$ cat config.mk
export PLATFORM = sky130hd
export DESIGN_NAME = ahb5_fb_bridge
export DESIGN_NICKNAME = d
export VERILOG_FILES = /design/src/rtl/ahb5_fb_bridge.sv
export SDC_FILE = /design/constraint.sdc
export NUM_CORES = 1
export LEC_CHECK = 0
export BUFFER_PORTS_ARGS = -buffer_cell sky130_fd_sc_hd__buf_4
export CAP_MARGIN = 20
export CORE_MARGIN = 5
export CORE_UTILIZATION = 35
export CTS_CLUSTER_SIZE = 8
export DETAILED_ROUTE_END_ITERATION = 7
export PLACE_DENSITY = 0.72
export SLEW_MARGIN = 25
export SYNTH_ARGS = -nofsm -noshare
export SYNTH_HDL_FRONTEND = slang
export SYNTH_SLANG_ARGS = --single-unit
$ cat constraint.sdc
create_clock -name clk -period 2.2 [get_ports clk]
set_clock_uncertainty 0.1 [all_clocks]
set_input_delay 0.44 -clock clk [delete_from_list [all_inputs] [get_ports clk]]
set_output_delay 0.44 -clock clk [all_outputs]
set_load 0.01 [all_outputs]
$ cat src/rtl/ahb5_fb_bridge.sv
// AHB5 subordinate to request/acknowledge peripheral bus bridge with an exclusive-access monitor.
// Optional ack timeout returning an AHB ERROR: define AHB_FB_BRIDGE_TIMEOUT_EN.
module ahb5_fb_bridge #(
  parameter int unsigned ADDR_W         = 32,
  parameter int unsigned DATA_W         = 32,
  parameter int unsigned TIMEOUT_CYCLES = 255
) (
  input  logic                   clk,
  input  logic                   rst_n,
  input  logic                   hsel,
  input  logic [ADDR_W-1:0]      haddr,
  input  logic                   hwrite,
  input  logic [1:0]             htrans,
  input  logic [2:0]             hsize,
  input  logic                   hexcl,
  input  logic                   hready,
  input  logic [DATA_W-1:0]      hwdata,
  output logic                   hreadyout,
  output logic                   hresp,
  output logic                   hexokay,
  output logic [DATA_W-1:0]      hrdata,
  output logic                   bus_req,
  output logic                   bus_we,
  output logic [ADDR_W-1:0]      bus_addr,
  output logic [DATA_W/8-1:0]    bus_be,
  output logic [DATA_W-1:0]      bus_wdata,
  input  logic                   bus_ack,
  input  logic [DATA_W-1:0]      bus_rdata,
  input  logic                   bus_err
);
  localparam int unsigned BE_W = DATA_W / 8;
  localparam int unsigned LSB  = $clog2(BE_W);

  typedef enum logic [2:0] {StIdle, StReq, StErr1, StErr2, StXfail} state_e;

  state_e            state_q;
  logic              excl_q;
  logic              rsv_valid_q;
  logic [ADDR_W-1:0] rsv_addr_q;

  logic              accept;
  logic              size_err;
  logic              rsv_hit;
  logic [ADDR_W-1:0] addr_al;
  logic [7:0]        mask8;
  logic [BE_W-1:0]   be_mask;
  logic [BE_W-1:0]   be_acc;
  logic              unused_htrans0;

  assign accept         = hsel & hready & htrans[1];
  assign size_err       = 32'(hsize) > LSB;
  assign addr_al        = haddr & ~ADDR_W'(BE_W - 1);
  assign rsv_hit        = rsv_valid_q && (rsv_addr_q == addr_al);
  assign bus_wdata      = hwdata;
  assign unused_htrans0 = htrans[0];

  always_comb begin
    mask8 = 8'hFF;
    case (hsize)
      3'd0:    mask8 = 8'h01;
      3'd1:    mask8 = 8'h03;
      3'd2:    mask8 = 8'h0F;
      default: mask8 = 8'hFF;
    endcase
  end

  assign be_mask = mask8[BE_W-1:0];
  // Lanes shifted past the top of the bus are dropped rather than flagged.
  assign be_acc  = be_mask << haddr[LSB-1:0];

`ifdef AHB_FB_BRIDGE_TIMEOUT_EN
  logic [15:0] tmo_cnt_q;
  logic        tmo_hit;
  assign tmo_hit = (tmo_cnt_q + 16'd1) == 16'(TIMEOUT_CYCLES);
`else
  logic unused_tmo;
  assign unused_tmo = ^TIMEOUT_CYCLES;
`endif

  always_ff @(posedge clk or negedge rst_n) begin
    if (!rst_n) begin
      state_q     <= StIdle;
      hreadyout   <= 1'b1;
      hresp       <= 1'b0;
      hexokay     <= 1'b0;
      hrdata      <= '0;
      bus_req     <= 1'b0;
      bus_we      <= 1'b0;
      bus_addr    <= '0;
      bus_be      <= '0;
      excl_q      <= 1'b0;
      rsv_valid_q <= 1'b0;
      rsv_addr_q  <= '0;
`ifdef AHB_FB_BRIDGE_TIMEOUT_EN
      tmo_cnt_q   <= '0;
`endif
    end else begin
      hexokay <= 1'b0;
      unique case (state_q)
        StIdle, StErr2: begin
          state_q   <= StIdle;
          hreadyout <= 1'b1;
          hresp     <= 1'b0;
          if (accept) begin
            bus_addr  <= addr_al;
            bus_be    <= be_acc;
            bus_we    <= hwrite;
            excl_q    <= hexcl;
            hreadyout <= 1'b0;
            if (size_err) begin
              state_q     <= StErr1;
              hresp       <= 1'b1;
              rsv_valid_q <= 1'b0;
            end else if (hexcl && hwrite && !rsv_hit) begin
              // Failed store-exclusive: never reaches the downstream bus.
              state_q     <= StXfail;
              rsv_valid_q <= 1'b0;
            end else begin
              state_q <= StReq;
              bus_req <= 1'b1;
              if (hexcl && hwrite) rsv_valid_q <= 1'b0;
`ifdef AHB_FB_BRIDGE_TIMEOUT_EN
              tmo_cnt_q <= '0;
`endif
            end
          end
        end
        StReq: begin
          if (bus_ack) begin
            bus_req <= 1'b0;
            if (bus_err) begin
              state_q     <= StErr1;
              hresp       <= 1'b1;
              rsv_valid_q <= 1'b0;
            end else begin
              state_q   <= StIdle;
              hreadyout <= 1'b1;
              hexokay   <= excl_q;
              if (!bus_we) hrdata <= bus_rdata;
              if (excl_q && !bus_we) begin
                rsv_valid_q <= 1'b1;
                rsv_addr_q  <= bus_addr;
              end
              if (!excl_q && bus_we && (rsv_addr_q == bus_addr)) rsv_valid_q <= 1'b0;
            end
          end
`ifdef AHB_FB_BRIDGE_TIMEOUT_EN
          else if (tmo_hit) begin
            bus_req     <= 1'b0;
            state_q     <= StErr1;
            hresp       <= 1'b1;
            rsv_valid_q <= 1'b0;
          end else begin
            tmo_cnt_q <= tmo_cnt_q + 16'd1;
          end
`endif
        end
        StErr1: begin
          state_q   <= StErr2;
          hreadyout <= 1'b1;
          hresp     <= 1'b1;
        end
        StXfail: begin
          state_q   <= StIdle;
          hreadyout <= 1'b1;
          hresp     <= 1'b0;
        end
        default: state_q <= StIdle;
      endcase
    end
  end

endmodule

==> results.yml <==
run_status:
  status: "complete, no violations"
synthesis:
  yosys.area_share.adder_pct: 0
  post-synth-top-area-cell: "sky130_fd_sc_hd__dfrtp_1"
  post_synth_and_or_nand_nor_area_fraction_pct: 6.44
  synth_compound_gate_area_share_pct: 2.81
  yosysWarnings: 0
  seq_area_frac_synth_pct: 51.0
  synth.area.top_cells: "sky130_fd_sc_hd__dfrtp_1 (50%), sky130_fd_sc_hd__mux2_2 (17%), sky130_fd_sc_hd__xnor2_1 (6.1%), sky130_fd_sc_hd__buf_4 (5.0%), sky130_fd_sc_hd__mux2_4 (4.9%)"
  synth.top_cell.area_share_pct: 50.5
  main_combinational_cell_family_by_area_after_synthesis: "multiplexers"
  synth.cell_area_sq_um: 5200
  synthXorXnorAreaFrac_pct: 10.3
  syn-mean-instance-area_sq_um: 13.2
  yosys-mux-area-fraction_pct: 22.2
  postSynthRegisterBits: 106
  synth_cells: 394
  netlist-cell-type-count: 41
detailed_routing:
  vias: 3466
  antenna_violating_nets_post_route: 0
  post_route_drc: 0
  detail_route.first_pass.iterations: 4
  routedWlPerCell_um: 18.2
  drt_iter0_markers: 116
  vias_per_cell: 4.94
  route.final.wire_length_mm: 12.8
finish:
  num_antenna_cells: 0
  ratio_of_cells_with_drive_above_1_in_the_final_layout_pct: 51.6
  fin_nets: 623
  n_fill_cell: 1331
  finalInstanceArea_sq_um: 6560
  area_growth_pct: 26.0
  final_core_utilization_pct: 45.1
clocking:
  clock_sinks: 106
  cts_post_setup_buffers_inserted: 0
  clk_pin_slew_worst_paths_ns: 0.07
  clock_latency_ns: 0.35
  cts-root-to-sink-buffers: 2
  cts_root_buffer: "sky130_fd_sc_hd__clkbuf_16"
  cts_inserted_buffers: 9
  cts-htree-levels: 3
  tritoncts_clock_tree: "done"
global_route:
  grt_max_degree: 48
  antenna_violations_before_repair: 0
  wire_length_of_the_first_global_routing_pass_mm: 20.4
  grt_util_all_layers_pct: 14.8
  grt_pass1_vias: 3634
  final_global_route_overflow_total: 0
floorplan:
  placeable_core_area_sq_um: 14500
  rows: 44
  fp.dieArea_sq_um: 17400
  die_width_um: 132
  floorplan.io_pins: 214
  die_h_um: 132
  start_util_pct: 35.8
place:
  gp_congestion: 0.797
  dpl_cell_area_sq_um: 6290
  dp_hpwl_mm: 10.2
  portBuffers: 146
pwr:
  report.power.total_uw: 8540
  power_per_cell_area_nw_per_um2: 1300
  worst_supply_voltage_drop_on_vdd_mv: 0.704
  leakage_uw: 0.00307
setup_path:
  timing.critical_path.required_ns: 2.34
  crit_path_end_kind: "flop"
  critical_path.cell_chain: "xnor2_1 > nand2_1 > nor2_4 > buf_12 > mux2_2"
  critical_path.max_fanout: 19
  category_of_the_most_critical_setup_path: "reg -> reg"
  timing.critical_path.arrival_ns: 2.00
  cp-start-kind: "flop"
  max_stage_delay_ns: 0.48
  critical_path.slowest_cell: "sky130_fd_sc_hd__dfrtp_1"
  timing.critical_path.buf_inv: 1
  path_delay_family: "flip-flops"
timing:
  rsz_0062_raised_after_global_routing: "no"
  fin_tns_setup_ns: 0
  max_freq_ghz: 0.536
  period_needed_ns: 1.86
  report.final.slew_viol_count: 0
  timing.final.crit_share_pct: 84.7
  setup_viol: 0
  finalHoldViolCount: 0
worst_hold_path:
  min-delay-path-class: "in -> reg"
job:
  maximum_capacitance_violations: 0
==> stage by stage <==
stage / instances / worst slack [ns] / hold WS, ns
after floorplan: 395 / 0.459 / 0.0444
after global placement: 686 / 0.344 / 0.228
after detailed placement: 686 / 0.329 / 0.235
after CTS: 701 / 0.319 / 0.197
after global routing: 701 / 0.201 / 0.200
final: 701 / 0.336 / 0.217
==> path summary, 6_finish.rpt <==
| check | start | endpoint | slack, ns | depth (start not counted) |
|---|---|---|---|---|
| max in group asynchronous | rst_n | bus_addr[31] | 1.00 | 3 |
| hold reg to reg | hrdata[13] | hrdata[13] | 0.41 | 1 |
| min in group asynchronous | rst_n | bus_addr[19] | 0.41 | 2 |
| hold / removal | bus_rdata[28] | hrdata[28] | 0.22 | 2 |
| setup / recovery | state_q[0] | bus_addr[7] | 0.34 | 5 |
| setup reg to reg | state_q[0] | bus_addr[7] | 0.34 | 5 |
==> cell families (layout without fill, tap and decap cells) <==
family / Yosys count / count (layout)
simple gates: 56 / 56
xor+xnor: 61 / 61
buf+inv: 50 / 172
compound gates: 23 / 23
mux: 97 / 97
other cells: 1 / 2
flops: 106 / 106
==> report_power, final <==
part           leakage, uW  switching (uW)  internal, uW
combinational      0.00162            1410          2080
clock             0.000129             671           789
sequential         0.00132             785          2800
==> cells in the mapped netlist, drive strengths merged <==
library cell and count:
and2 1, conb 1, a2111oi 1, a21oi 9
o31ai 1, a31oi 1, nand3 3, inv 3
a21o 1, nand2 4, xnor2 36, a221oi 1
dfrtp 105, dfstp 1, or3 1, o21ai 3
mux2 97, a211o 1, a211oi 2, and3 2
clkbuf 1, nor3b 1, nor2b 2, nor4 10
nand2b 1, o22ai 1, xor2 25, nand3b 2
a222oi 1, nand4 17, nor2 10, nor3 2
o211ai 1, buf 46
==> worst register-to-register path: cells and delay by family (launching register included) <==
family / cells / cell delay, ns
DFF: 1 / 0.48
buffers and inverters: 1 / 0.20
xor gates and xnor gates: 1 / 0.30
muxes: 1 / 0.36
and+or+nand+nor: 2 / 0.31
==> what timing repair did <==
action / CTS / global route
hold endpoints to repair: 16 / 0
resized for setup: 0 / 0
setup endpoints to repair: 0 / 0
hold buffers: 1 / 0
==> sequential cells by signal, summed over array words and instances, names as in the netlist, 3 cells and up <==
name and count:
bus_addr 30, bus_be 4, hrdata 32, rsv_addr_q 30, state_q 3
==> cell usage in the layout (no fill, tap or decap), types with 2 or more instances in the layout <==
cell type / Yosys / layout
sky130_fd_sc_hd__buf_4: 35 / 150
sky130_fd_sc_hd__dfrtp_1: 105 / 105
sky130_fd_sc_hd__mux2_2: 79 / 79
sky130_fd_sc_hd__xnor2_1: 36 / 36
sky130_fd_sc_hd__xor2_1: 25 / 25
sky130_fd_sc_hd__nand4_1: 17 / 17
sky130_fd_sc_hd__mux2_4: 17 / 17
sky130_fd_sc_hd__nor4_1: 10 / 10
sky130_fd_sc_hd__nor2_1: 10 / 9
sky130_fd_sc_hd__a21oi_1: 9 / 9
sky130_fd_sc_hd__clkbuf_16: 0 / 9
sky130_fd_sc_hd__nand2_1: 4 / 4
sky130_fd_sc_hd__buf_12: 0 / 4
sky130_fd_sc_hd__nand3_1: 3 / 3
sky130_fd_sc_hd__inv_1: 3 / 3
sky130_fd_sc_hd__o21ai_0: 3 / 3
sky130_fd_sc_hd__and3_1: 2 / 2
sky130_fd_sc_hd__nor2b_1: 2 / 2
sky130_fd_sc_hd__a211oi_1: 2 / 2
sky130_fd_sc_hd__conb_1: 1 / 2
sky130_fd_sc_hd__clkbuf_1: 1 / 2
==> final cells by class <==
cell class	instances	area, sq um	share of cell area, %
Tap cell	184	230	3.51
Timing Repair Buffer	155	1220	18.5
Clock buffer	12	246	3.76
Clock inverter	2	13.8	0.210
Multi-Input combinational cell	239	2190	33.3
Inverter	3	11.3	0.172
Sequential cell	106	2650	40.5
==> routing by layer <==
| metal | global-route usage [%] | wire length (um) | up-vias |
|---|---|---|---|
| met2 | 24.0 | 6260 | 165 |
| met4 | 5.77 | 357 | 0 |
| met5 | 0.833 | 0 | - |
| li1 | - | - | 1601 |
| met1 | 16.9 | 4950 | 1672 |
| met3 | 6.79 | 1220 | 28 |
No activity file was read; power rests on OpenSTA's default activity.
